===== src/rtl/alu_pkg.sv =====
// -----------------------------------------------------------------------------
// alu_pkg
// Shared definitions for the ALU sharing logic: default operand/select widths,
// ALUOP encodings and the reserved-opcode test (any opcode with bit 2 set).
// -----------------------------------------------------------------------------
package alu_pkg;

    localparam int DEFAULT_DATA_WIDTH = 8;
    localparam int DEFAULT_OP_WIDTH   = 3;

    localparam logic [DEFAULT_OP_WIDTH-1:0] ALU_FWD = 3'b000;
    localparam logic [DEFAULT_OP_WIDTH-1:0] ALU_ADD = 3'b001;
    localparam logic [DEFAULT_OP_WIDTH-1:0] ALU_AND = 3'b010;
    localparam logic [DEFAULT_OP_WIDTH-1:0] ALU_OR  = 3'b011;

    // Opcodes 1xx are reserved: the ALU is driven with FWD and an error is flagged.
    function automatic logic is_reserved(input logic [DEFAULT_OP_WIDTH-1:0] op);
        return op[2];
    endfunction

endpackage


===== src/rtl/rr_arbiter2.sv =====
// -----------------------------------------------------------------------------
// rr_arbiter2
// Two-way round-robin arbiter. A requester competes only when it is both
// requesting and eligible. Ties go to the requester named by the pointer; after
// a grant to requester i the pointer moves to the other requester.
// Ports:
//   CLK, RESET_N  clock (rising edge), asynchronous active-low reset
//   req[1:0]      request per requester
//   eligible[1:0] requester may be granted this cycle
//   grant[1:0]    combinational one-hot (or zero) grant
// -----------------------------------------------------------------------------
module rr_arbiter2 (
    input  logic       CLK,
    input  logic       RESET_N,
    input  logic [1:0] req,
    input  logic [1:0] eligible,
    output logic [1:0] grant
);

    logic       ptr_r;
    logic [1:0] cand_s;

    // Grant decision from qualified requests and the priority pointer.
    always_comb begin
        cand_s = req & eligible;
        grant  = 2'b00;
        case (cand_s)
            2'b01:   grant = 2'b01;
            2'b10:   grant = 2'b10;
            2'b11:   grant = ptr_r ? 2'b10 : 2'b01;
            default: grant = 2'b00;
        endcase
    end

    // Priority pointer: points away from the most recent winner, holds when idle.
    always_ff @(posedge CLK or negedge RESET_N) begin
        if (!RESET_N) begin
            ptr_r <= 1'b0;
        end else if (grant[0]) begin
            ptr_r <= 1'b1;
        end else if (grant[1]) begin
            ptr_r <= 1'b0;
        end else begin
            ptr_r <= ptr_r;
        end
    end

endmodule


===== src/rtl/alu_arbiter.sv =====
// -----------------------------------------------------------------------------
// alu_arbiter
// Shares one external combinational ALU between two requesters. One request is
// granted per cycle (round-robin), its operands drive the ALU, and the ALU
// result is captured one edge later into that requester's response slot.
// Ports:
//   CLK, RESET_N                 clock, asynchronous active-low reset
//   req_valid/req_ready[1:0]     request handshake per requester
//   req_op/req_a/req_b           packed per-requester opcode and operands
//   rsp_valid/rsp_ready[1:0]     response handshake per requester
//   rsp_result, rsp_err          packed per-requester result and reserved-op flag
//   alu_data1/2, alu_select      drive to the shared ALU
//   alu_result                   combinational ALU result
// -----------------------------------------------------------------------------
module alu_arbiter import alu_pkg::*; #(
    parameter int DATA_WIDTH = DEFAULT_DATA_WIDTH,
    parameter int OP_WIDTH   = DEFAULT_OP_WIDTH
) (
    input  logic                    CLK,
    input  logic                    RESET_N,
    input  logic [1:0]              req_valid,
    output logic [1:0]              req_ready,
    input  logic [2*OP_WIDTH-1:0]   req_op,
    input  logic [2*DATA_WIDTH-1:0] req_a,
    input  logic [2*DATA_WIDTH-1:0] req_b,
    output logic [1:0]              rsp_valid,
    input  logic [1:0]              rsp_ready,
    output logic [2*DATA_WIDTH-1:0] rsp_result,
    output logic [1:0]              rsp_err,
    output logic [DATA_WIDTH-1:0]   alu_data1,
    output logic [DATA_WIDTH-1:0]   alu_data2,
    output logic [OP_WIDTH-1:0]     alu_select,
    input  logic [DATA_WIDTH-1:0]   alu_result
);

    logic [OP_WIDTH-1:0]     op_s [2];
    logic [DATA_WIDTH-1:0]   a_s  [2];
    logic [DATA_WIDTH-1:0]   b_s  [2];
    logic [1:0]              reserved_s;
    logic [1:0]              eligible_s;
    logic [1:0]              grant_s;
    logic [1:0]              rsp_valid_r;
    logic [1:0]              rsp_err_r;
    logic [2*DATA_WIDTH-1:0] rsp_result_r;

    // Unpack per-requester fields; a slot can accept when empty or draining now.
    always_comb begin
        for (int i = 0; i < 2; i++) begin
            op_s[i]       = req_op[i*OP_WIDTH +: OP_WIDTH];
            a_s[i]        = req_a[i*DATA_WIDTH +: DATA_WIDTH];
            b_s[i]        = req_b[i*DATA_WIDTH +: DATA_WIDTH];
            reserved_s[i] = is_reserved(op_s[i]);
            eligible_s[i] = ~rsp_valid_r[i] | rsp_ready[i];
        end
    end

    rr_arbiter2 u_rr_arbiter2 (
        .CLK      (CLK),
        .RESET_N  (RESET_N),
        .req      (req_valid),
        .eligible (eligible_s),
        .grant    (grant_s)
    );

    assign req_ready  = grant_s;
    assign rsp_valid  = rsp_valid_r;
    assign rsp_err    = rsp_err_r;
    assign rsp_result = rsp_result_r;

    // ALU operand mux; reserved opcodes run as FWD, idle cycles drive zeros.
    always_comb begin
        alu_data1  = {DATA_WIDTH{1'b0}};
        alu_data2  = {DATA_WIDTH{1'b0}};
        alu_select = ALU_FWD;
        if (grant_s[0]) begin
            alu_data1  = a_s[0];
            alu_data2  = b_s[0];
            alu_select = reserved_s[0] ? ALU_FWD : op_s[0];
        end else if (grant_s[1]) begin
            alu_data1  = a_s[1];
            alu_data2  = b_s[1];
            alu_select = reserved_s[1] ? ALU_FWD : op_s[1];
        end else begin
            alu_data1  = {DATA_WIDTH{1'b0}};
            alu_data2  = {DATA_WIDTH{1'b0}};
            alu_select = ALU_FWD;
        end
    end

    // Response slots: refill on grant, clear valid on drain, otherwise hold.
    always_ff @(posedge CLK or negedge RESET_N) begin
        if (!RESET_N) begin
            rsp_valid_r  <= 2'b00;
            rsp_err_r    <= 2'b00;
            rsp_result_r <= {(2*DATA_WIDTH){1'b0}};
        end else begin
            for (int i = 0; i < 2; i++) begin
                if (grant_s[i]) begin
                    rsp_valid_r[i] <= 1'b1;
                    rsp_err_r[i]   <= reserved_s[i];
                    rsp_result_r[i*DATA_WIDTH +: DATA_WIDTH] <=
                        reserved_s[i] ? {DATA_WIDTH{1'b0}} : alu_result;
                end else if (rsp_valid_r[i] && rsp_ready[i]) begin
                    rsp_valid_r[i] <= 1'b0;
                end else begin
                    rsp_valid_r[i] <= rsp_valid_r[i];
                end
            end
        end
    end

endmodule

===== config.mk =====
export PLATFORM = sky130hd
export DESIGN_NAME = alu_arbiter
export DESIGN_NICKNAME = d
export VERILOG_FILES = /design/src/rtl/alu_pkg.sv /design/src/rtl/rr_arbiter2.sv /design/src/rtl/alu_arbiter.sv
export SDC_FILE = /design/constraint.sdc
export NUM_CORES = 1
export LEC_CHECK = 0
export ABC_AREA = 1
export CORE_ASPECT_RATIO = 1.25
export CORE_MARGIN = 4
export CORE_UTILIZATION = 32
export DETAILED_ROUTE_END_ITERATION = 10
export PLACE_DENSITY_LB_ADDON = 0.08
export SYNTH_ARGS = -nofsm -noshare
export SYNTH_HDL_FRONTEND = slang
export SYNTH_HIERARCHICAL = 1
export SYNTH_SLANG_ARGS = --single-unit

===== constraint.sdc =====
create_clock -name CLK -period 1.6 [get_ports CLK]
set_input_delay 0.32 -clock CLK [delete_from_list [all_inputs] [get_ports CLK]]
set_output_delay 0.32 -clock CLK [all_outputs]
set_load 0.05 [all_outputs]

# Word level (Yosys, flattened, before mapping)
# Cells that the tools add are included.
word_totals:
  input_bits: 52
  wordCells: 38
  output_inout_bits: 41
  ff_bits: 21
op_classes:
  eq_ne: 3
  bitwise_logic: 5
  n_reduce_logical: 5
  muxes: 18
op_table:
  columns: ["cell", "count"]
  rows:
  - ["8-bit two-way mux", 6]
  - ["2-bit two-way mux", 5]
  - ["1-bit two-way mux", 6]
  - ["2-bit case mux with 3 select lines", 1]
  - ["2-bit nonzero test", 3]
  - ["2-bit equality test, second input constant", 2]
  - ["2-bit AND", 1]
  - ["2-bit by 1-bit equality test with 1-bit output, second input constant", 1]
  - ["1-bit logical AND", 2]
  - ["1-bit NOT", 2]
  - ["1-bit bitwise OR", 2]

# Longest topological paths before layout
logic_depth:
  depth_word: 7
  ltp_mapped: 11

# Modules after synthesis
# The synthesis kept the hierarchy.
modules_own_cells:
  columns: ["module", "seq_area_each_um2", "cells_per_inst", "area_each_um2", "n_inst"]
  rows:
  - ["alu_arbiter", 500.5, 149, 1037.2, 1]
  - ["rr_arbiter2", 25.0, 13, 72.6, 1]

# Worst setup path before layout
# OpenSTA, ideal clock, no wires.
synth_path:
  path_type: "reg-to-output"
  start: "reg rsp_valid_r[0], in the netlist rsp_valid[0]"
  end: "out alu_select[0]"
  arrival_time_ns: 2.557
  path_slack_ns: -1.277
  stages_incl_launch_ff: 11
  path_cell_list: "dfrtp_1 nand2_1 nand2_1 nor2_1 nor2_1 inv_2 buf_6 nor2_2 buf_4 nand2_1 nand2_1"
synth_between:
  elab_chain_cells: 7
  elab_cells_between_ends: 9
synth_rtl:
  columns: ["item", "line_no", "rtl"]
  rows:
  - ["start, declared", "alu_arbiter.sv:42", "logic [1:0] rsp_valid_r;"]
  - ["start signal, assigned by index", "alu_arbiter.sv:106", "rsp_valid_r[i] <= rsp_valid_r[i];"]
  - ["1-bit NOT (*)", "alu_arbiter.sv:53", "eligible_s[i] = ~rsp_valid_r[i] | rsp_ready[i];"]
  - ["1-bit bitwise OR (*)", "alu_arbiter.sv:53", null]
  - ["via eligible_s[0]", "alu_arbiter.sv:40", "logic [1:0] eligible_s;"]
  - ["2-bit AND (*)", "rr_arbiter2.sv:25", "cand_s = req & eligible;"]
  - ["2-bit equality test / 2-bit by 1-bit equality test with 1-bit output (equally long branches)", "rr_arbiter2.sv:27", "case (cand_s)"]
  - ["2-bit case mux with 3 select lines (*)", "rr_arbiter2.sv:27", null]
  - ["via req_ready[1]", "alu_arbiter.sv:22", "output logic [1:0] req_ready,"]
  - ["2-bit two-way mux (*)", "alu_arbiter.sv:79", "end else if (grant_s[1]) begin"]
  - ["2-bit two-way mux (*)", "alu_arbiter.sv:75", "if (grant_s[0]) begin"]
  - ["end, declared", "alu_arbiter.sv:32", "output logic [OP_WIDTH-1:0] alu_select,"]
# The timed path passes the listed nets; every way through them passes the cells marked *.

# Worst setup path in the final report
layout_path:
  start: "reg rsp_valid_r[1], in the netlist rsp_valid[1]"
  end: "out alu_data1[6]"
layout_between:
  elab_chain_cells: 7
  elab_cells_between_ends: 9
layout_rtl:
  columns: ["item", "line_no", "rtl"]
  rows:
  - ["1-bit NOT (*)", "alu_arbiter.sv:53", null]
  - ["1-bit bitwise OR (*)", "alu_arbiter.sv:53", null]
  - ["via eligible_s[1]", "alu_arbiter.sv:40", null]
  - ["2-bit AND (*)", "rr_arbiter2.sv:25", null]
  - ["2-bit equality test / 2-bit by 1-bit equality test with 1-bit output (equally long branches)", "rr_arbiter2.sv:27", null]
  - ["2-bit case mux with 3 select lines (*)", "rr_arbiter2.sv:27", null]
  - ["8-bit two-way mux", "alu_arbiter.sv:79", null]
  - ["8-bit two-way mux (*)", "alu_arbiter.sv:75", null]
  - ["end, declared", "alu_arbiter.sv:30", "output logic [DATA_WIDTH-1:0] alu_data1,"]
# Marked as above.

==> report_table.html <==
<table>
<tr><th>Metric</th><th>Value</th></tr>
<tr><th colspan="2">Yosys</th></tr>
<tr><td>Largest family of logic cells by synthesized area</td><td>simple AND/OR/NAND/NOR gates</td></tr>
<tr><td>Total nets after synthesis</td><td>214</td></tr>
<tr><td>Adder-Cell Fraction of Synth Area</td><td>0%</td></tr>
<tr><td>Flip-flop and latch count after synthesis</td><td>21</td></tr>
<tr><td>Gate count after technology mapping</td><td>162</td></tr>
<tr><td>Simple-gate share of the synthesized area</td><td>43.74%</td></tr>
<tr><td>Multiplexer fraction of the synthesized cell area</td><td>0%</td></tr>
<tr><td>Mean cell area of the mapped netlist</td><td>6.851 sq um</td></tr>
<tr><td>Synthesized cell area</td><td>1110 sq um</td></tr>
<tr><td>Sequential fraction of the synthesis area</td><td>47.35%</td></tr>
<tr><td>Number of unique standard cell types used by synthesis</td><td>12</td></tr>
<tr><td>Warnings, synthesis</td><td>6</td></tr>
<tr><td>XOR/XNOR share of the synthesized area</td><td>0%</td></tr>
<tr><td>Post-synthesis compound-gate area fraction</td><td>0%</td></tr>
<tr><th colspan="2">Setup path</th></tr>
<tr><td>Reg2reg start</td><td>rsp_valid[1]</td></tr>
<tr><td>Number of cells traversed by the worst register-to-register path</td><td>11</td></tr>
<tr><td>Biggest fanout along the worst timing path</td><td>8</td></tr>
<tr><td>Endpoint kind of the worst setup timing path</td><td>primary output</td></tr>
<tr><td>Data arrival time of the critical path</td><td>1.79 ns</td></tr>
<tr><td>Type of element launching the critical path</td><td>register</td></tr>
<tr><td>FF-to-FF setup slack</td><td>0.01 ns</td></tr>
<tr><td>Reg-to-Reg End</td><td>rsp_result[1]</td></tr>
<tr><td>Start-to-end type of the worst setup path</td><td>register to primary output</td></tr>
<tr><td>Worst endpoint required time</td><td>1.28 ns</td></tr>
<tr><th colspan="2">Clock tree</th></tr>
<tr><td>Worst-case clock buffer depth</td><td>2</td></tr>
<tr><td>Worst-path clk slew</td><td>0.08 ns</td></tr>
<tr><td>CTS tree</td><td>done</td></tr>
<tr><td>Root Buffer Master</td><td>clkbuf_8</td></tr>
<tr><td>Number of buffers inserted during clock tree synthesis</td><td>3</td></tr>
<tr><td>Number of clock sinks</td><td>21</td></tr>
<tr><td>Source-to-sink clock delay at the later pin of the worst-skew pair</td><td>0.26 ns</td></tr>
<tr><td>Hold-fix buffer count after cts</td><td>0</td></tr>
<tr><td>Number of levels the H-tree was split into</td><td>1</td></tr>
<tr><th colspan="2">Power</th></tr>
<tr><td>Combinational Power Share</td><td>63.8%</td></tr>
<tr><td>Switching fraction of total power</td><td>45.75%</td></tr>
<tr><td>LEAKAGE</td><td>1.431 nW</td></tr>
<tr><td>Worst vdd ir</td><td>843.9 uV</td></tr>
<tr><td>Share of total power in sequential cells</td><td>24.4%</td></tr>
<tr><td>Switching pwr</td><td>0.001324 W</td></tr>
<tr><td>Internal Dissipation</td><td>0.001570 W</td></tr>
<tr><td>Power density cells</td><td>1044 nW/um^2</td></tr>
<tr><td>Relative contribution of the clock network to total power</td><td>11.8%</td></tr>
<tr><th colspan="2">Global route</th></tr>
<tr><td>Number of global-route vias before repair</td><td>1480</td></tr>
<tr><td>Initial antenna violation count</td><td>0</td></tr>
<tr><td>Wire length of the first global-routing pass</td><td>7024 um</td></tr>
<tr><td>Total grt overflow</td><td>0</td></tr>
<tr><td>GR Util All Layers</td><td>20.83%</td></tr>
<tr><td>Largest net degree at the start of global routing</td><td>22</td></tr>
<tr><th colspan="2">Timing</th></tr>
<tr><td>Fmax</td><td>474.7 MHz</td></tr>
<tr><td>Unrepaired setup endpoints after global routing</td><td>true</td></tr>
<tr><td>Final setup slack of the worst path</td><td>-0.5067 ns</td></tr>
<tr><td>WHS</td><td>0.3932 ns</td></tr>
<tr><td>Count of final hold-check violations</td><td>0</td></tr>
<tr><td>Final setup violation count</td><td>20</td></tr>
<tr><td>Maximum clock skew at final layout</td><td>0.005272 ns</td></tr>
<tr><td>Slew Viols, Final</td><td>0</td></tr>
<tr><td>Minimum clock period</td><td>2.107 ns</td></tr>
<tr><td>Final Cycle Share</td><td>131.7%</td></tr>
<tr><th colspan="2">Cells and area</th></tr>
<tr><td>Layout cell share with drive strength beyond 1</td><td>46.72%</td></tr>
<tr><td>Final-stage net count</td><td>327</td></tr>
<tr><td>Fill cells</td><td>194</td></tr>
<tr><td>Most frequent cells in the layout</td><td>nand2_1 (65), clkdlybuf4s50_1 (47), buf_4 (38)</td></tr>
<tr><td>Most frequent standard cell in the layout excluding fill and tap cells</td><td>nand2_1</td></tr>
<tr><td>Number of antenna cells inserted</td><td>0</td></tr>
<tr><td>Final core area utilization</td><td>84.48%</td></tr>
<tr><td>Synthesis-to-layout area growth</td><td>149.7%</td></tr>
<tr><th colspan="2">Floorplan</th></tr>
<tr><td>I/O pin count</td><td>93</td></tr>
<tr><td>Starting utilization of the core area</td><td>33.83%</td></tr>
<tr><td>Number of placement rows</td><td>23</td></tr>
<tr><td>Die Y-Extent</td><td>73.84 um</td></tr>
<tr><td>Standard cell core area</td><td>3281 sq um</td></tr>
<tr><td>Horizontal extent of the die</td><td>60.68 um</td></tr>
<tr><td>Total die area</td><td>4480 sq um</td></tr>
<tr><th colspan="2">Min path</th></tr>
<tr><td>Min-Delay Path Class</td><td>input port to async pin</td></tr>
<tr><th colspan="2">Placed design</th></tr>
<tr><td>HPWL after detailed placement</td><td>3185 um</td></tr>
<tr><td>DP Worst Slack</td><td>-0.6233 ns</td></tr>
<tr><td>RD Place Congestion</td><td>0.6671</td></tr>
<tr><td>Quantity of I/O buffers inserted on ports</td><td>91</td></tr>
<tr><th colspan="2">Route</th></tr>
<tr><td>Antenna-violating nets left</td><td>0</td></tr>
<tr><td>Vias per inst</td><td>4.630</td></tr>
<tr><td>Detailed Route WL</td><td>5024 um</td></tr>
<tr><td>Violation count after the first detailed-route iteration</td><td>34</td></tr>
<tr><td>Wire length per cell after detailed routing</td><td>16.15 um</td></tr>
<tr><td>Vias</td><td>1440</td></tr>
<tr><td>Number of DRC violations after detailed routing</td><td>0</td></tr>
<tr><td>Number of iterations in the first detailed-routing pass</td><td>4</td></tr>
<tr><th colspan="2">Run status</th></tr>
<tr><td>Outcome</td><td>complete, but fails checks</td></tr>
<tr><td>Violated checks</td><td>setup timing</td></tr>
<tr><th colspan="2">Run</th></tr>
<tr><td>Max-cap check violation count</td><td>0</td></tr>
</table>
==> power by group through the flow <==
stage,logic (W),clock network (W),registers [W]
final,0.00185,0.000342,0.000706
after global routing,0.00194,0.000376,0.000720
after CTS,0.00182,0.000346,0.000700
after detailed placement,0.00167,0,0.000704
after global placement,0.00165,0,0.000705
after floorplan,0.000611,0,0.00105
==> routing by layer <==
| layer | up-vias | track usage [%] | part of all wire [%] | wire length, um |
|---|---|---|---|---|
| met1 | 673 | 23.69 | 39 | 1958 |
| met4 | 0 | 6.988 | 1.6 | 81 |
| met3 | 8 | 3.163 | 7.3 | 366 |
| met5 | - | 0 | 0 | 0 |
| li1 | 696 | - | - | - |
| met2 | 63 | 38.41 | 52 | 2617 |
==> area by class of cell <==
class / count / area (sq um) / share of cell area, %
timing repair buffer: 115 / 1279 / 46.14
multi-input combinational: 125 / 832.0 / 30.02
sequential: 21 / 528.0 / 19.05
tap: 37 / 46.29 / 1.670
clock buffer: 3 / 41.29 / 1.490
inverter: 9 / 40.04 / 1.445
clock inverter: 1 / 5.005 / 0.1806
==> kinds of logic after synthesis <==
kind of cell  after synthesis
flops                      21
simple gates              124
other cells                 1
buf+inv                    16
==> timing repair <==
item                                    4_1_cts  5_1_grt
endpoints found under the setup margin       29       29
gates cloned                                  2        0
gates resized for setup                      48        5
pin swaps                                     9        6
buffers inserted                              7        3
==> critical path, stage by stage (launching register included) <==
cell	delay (ns)
dfrtp_2	0.43
nand2_4	0.08
nand3_2	0.07
nand2_2	0.11
clkinvlp_4	0.13
nor2_4	0.18
clkbuf_16	0.23
nand2_4	0.09
nand2_4	0.08
buf_12	0.13
==> worst max-delay path by stage <==
stage | startpoint | cells after the start | slack, ns | endpoint
2_1_floorplan | rsp_valid[0] | 10 | -0.45 | alu_select[0]
3_3_place_gp | rsp_ready[1] | 10 | -0.59 | alu_data2[2]
3_5_place_dp | rsp_ready[1] | 10 | -0.62 | alu_data2[3]
4_1_cts | rsp_valid[0] | 12 | -0.41 | alu_select[0]
5_1_grt | rsp_valid[1] | 9 | -0.58 | alu_data1[6]
6_report | rsp_valid[1] | 9 | -0.51 | alu_data1[6]
==> synth_stat cells <==
master | count | share of area [%]
inv_1 | 7 | 2.4
nor2_1 | 8 | 2.7
nand2_1 | 111 | 38
inv_2 | 2 | 0.68
nor2_4 | 2 | 2.0
dfrtp_1 | 21 | 47
buf_2 | 1 | 0.45
buf_4 | 3 | 2.0
conb_1 | 1 | 0.34
buf_6 | 3 | 3.0
nand3_1 | 2 | 0.90
nor2_2 | 1 | 0.56
==> registers in the layout (all words and copies together) (netlist names) <==
| name | count |
|---|---|
| rsp_err | 2 |
| rsp_result | 16 |
| u_rr_arbiter2/ptr_r | 1 |
| rsp_valid | 2 |
==> metrics by stage <==
stage          instances  setup TNS, ns  total power, W  instance area, sq um
2_1_floorplan        162         -8.614        0.001660                  1319
3_3_place_gp         296         -15.32        0.002356                  2449
3_5_place_dp         296         -16.27        0.002375                  2449
4_1_cts              308         -6.893        0.002862                  2736
5_1_grt              311         -10.24        0.003031                  2771
6_report             311         -8.305        0.002895                  2771
(Power assumes the default switching activity.)
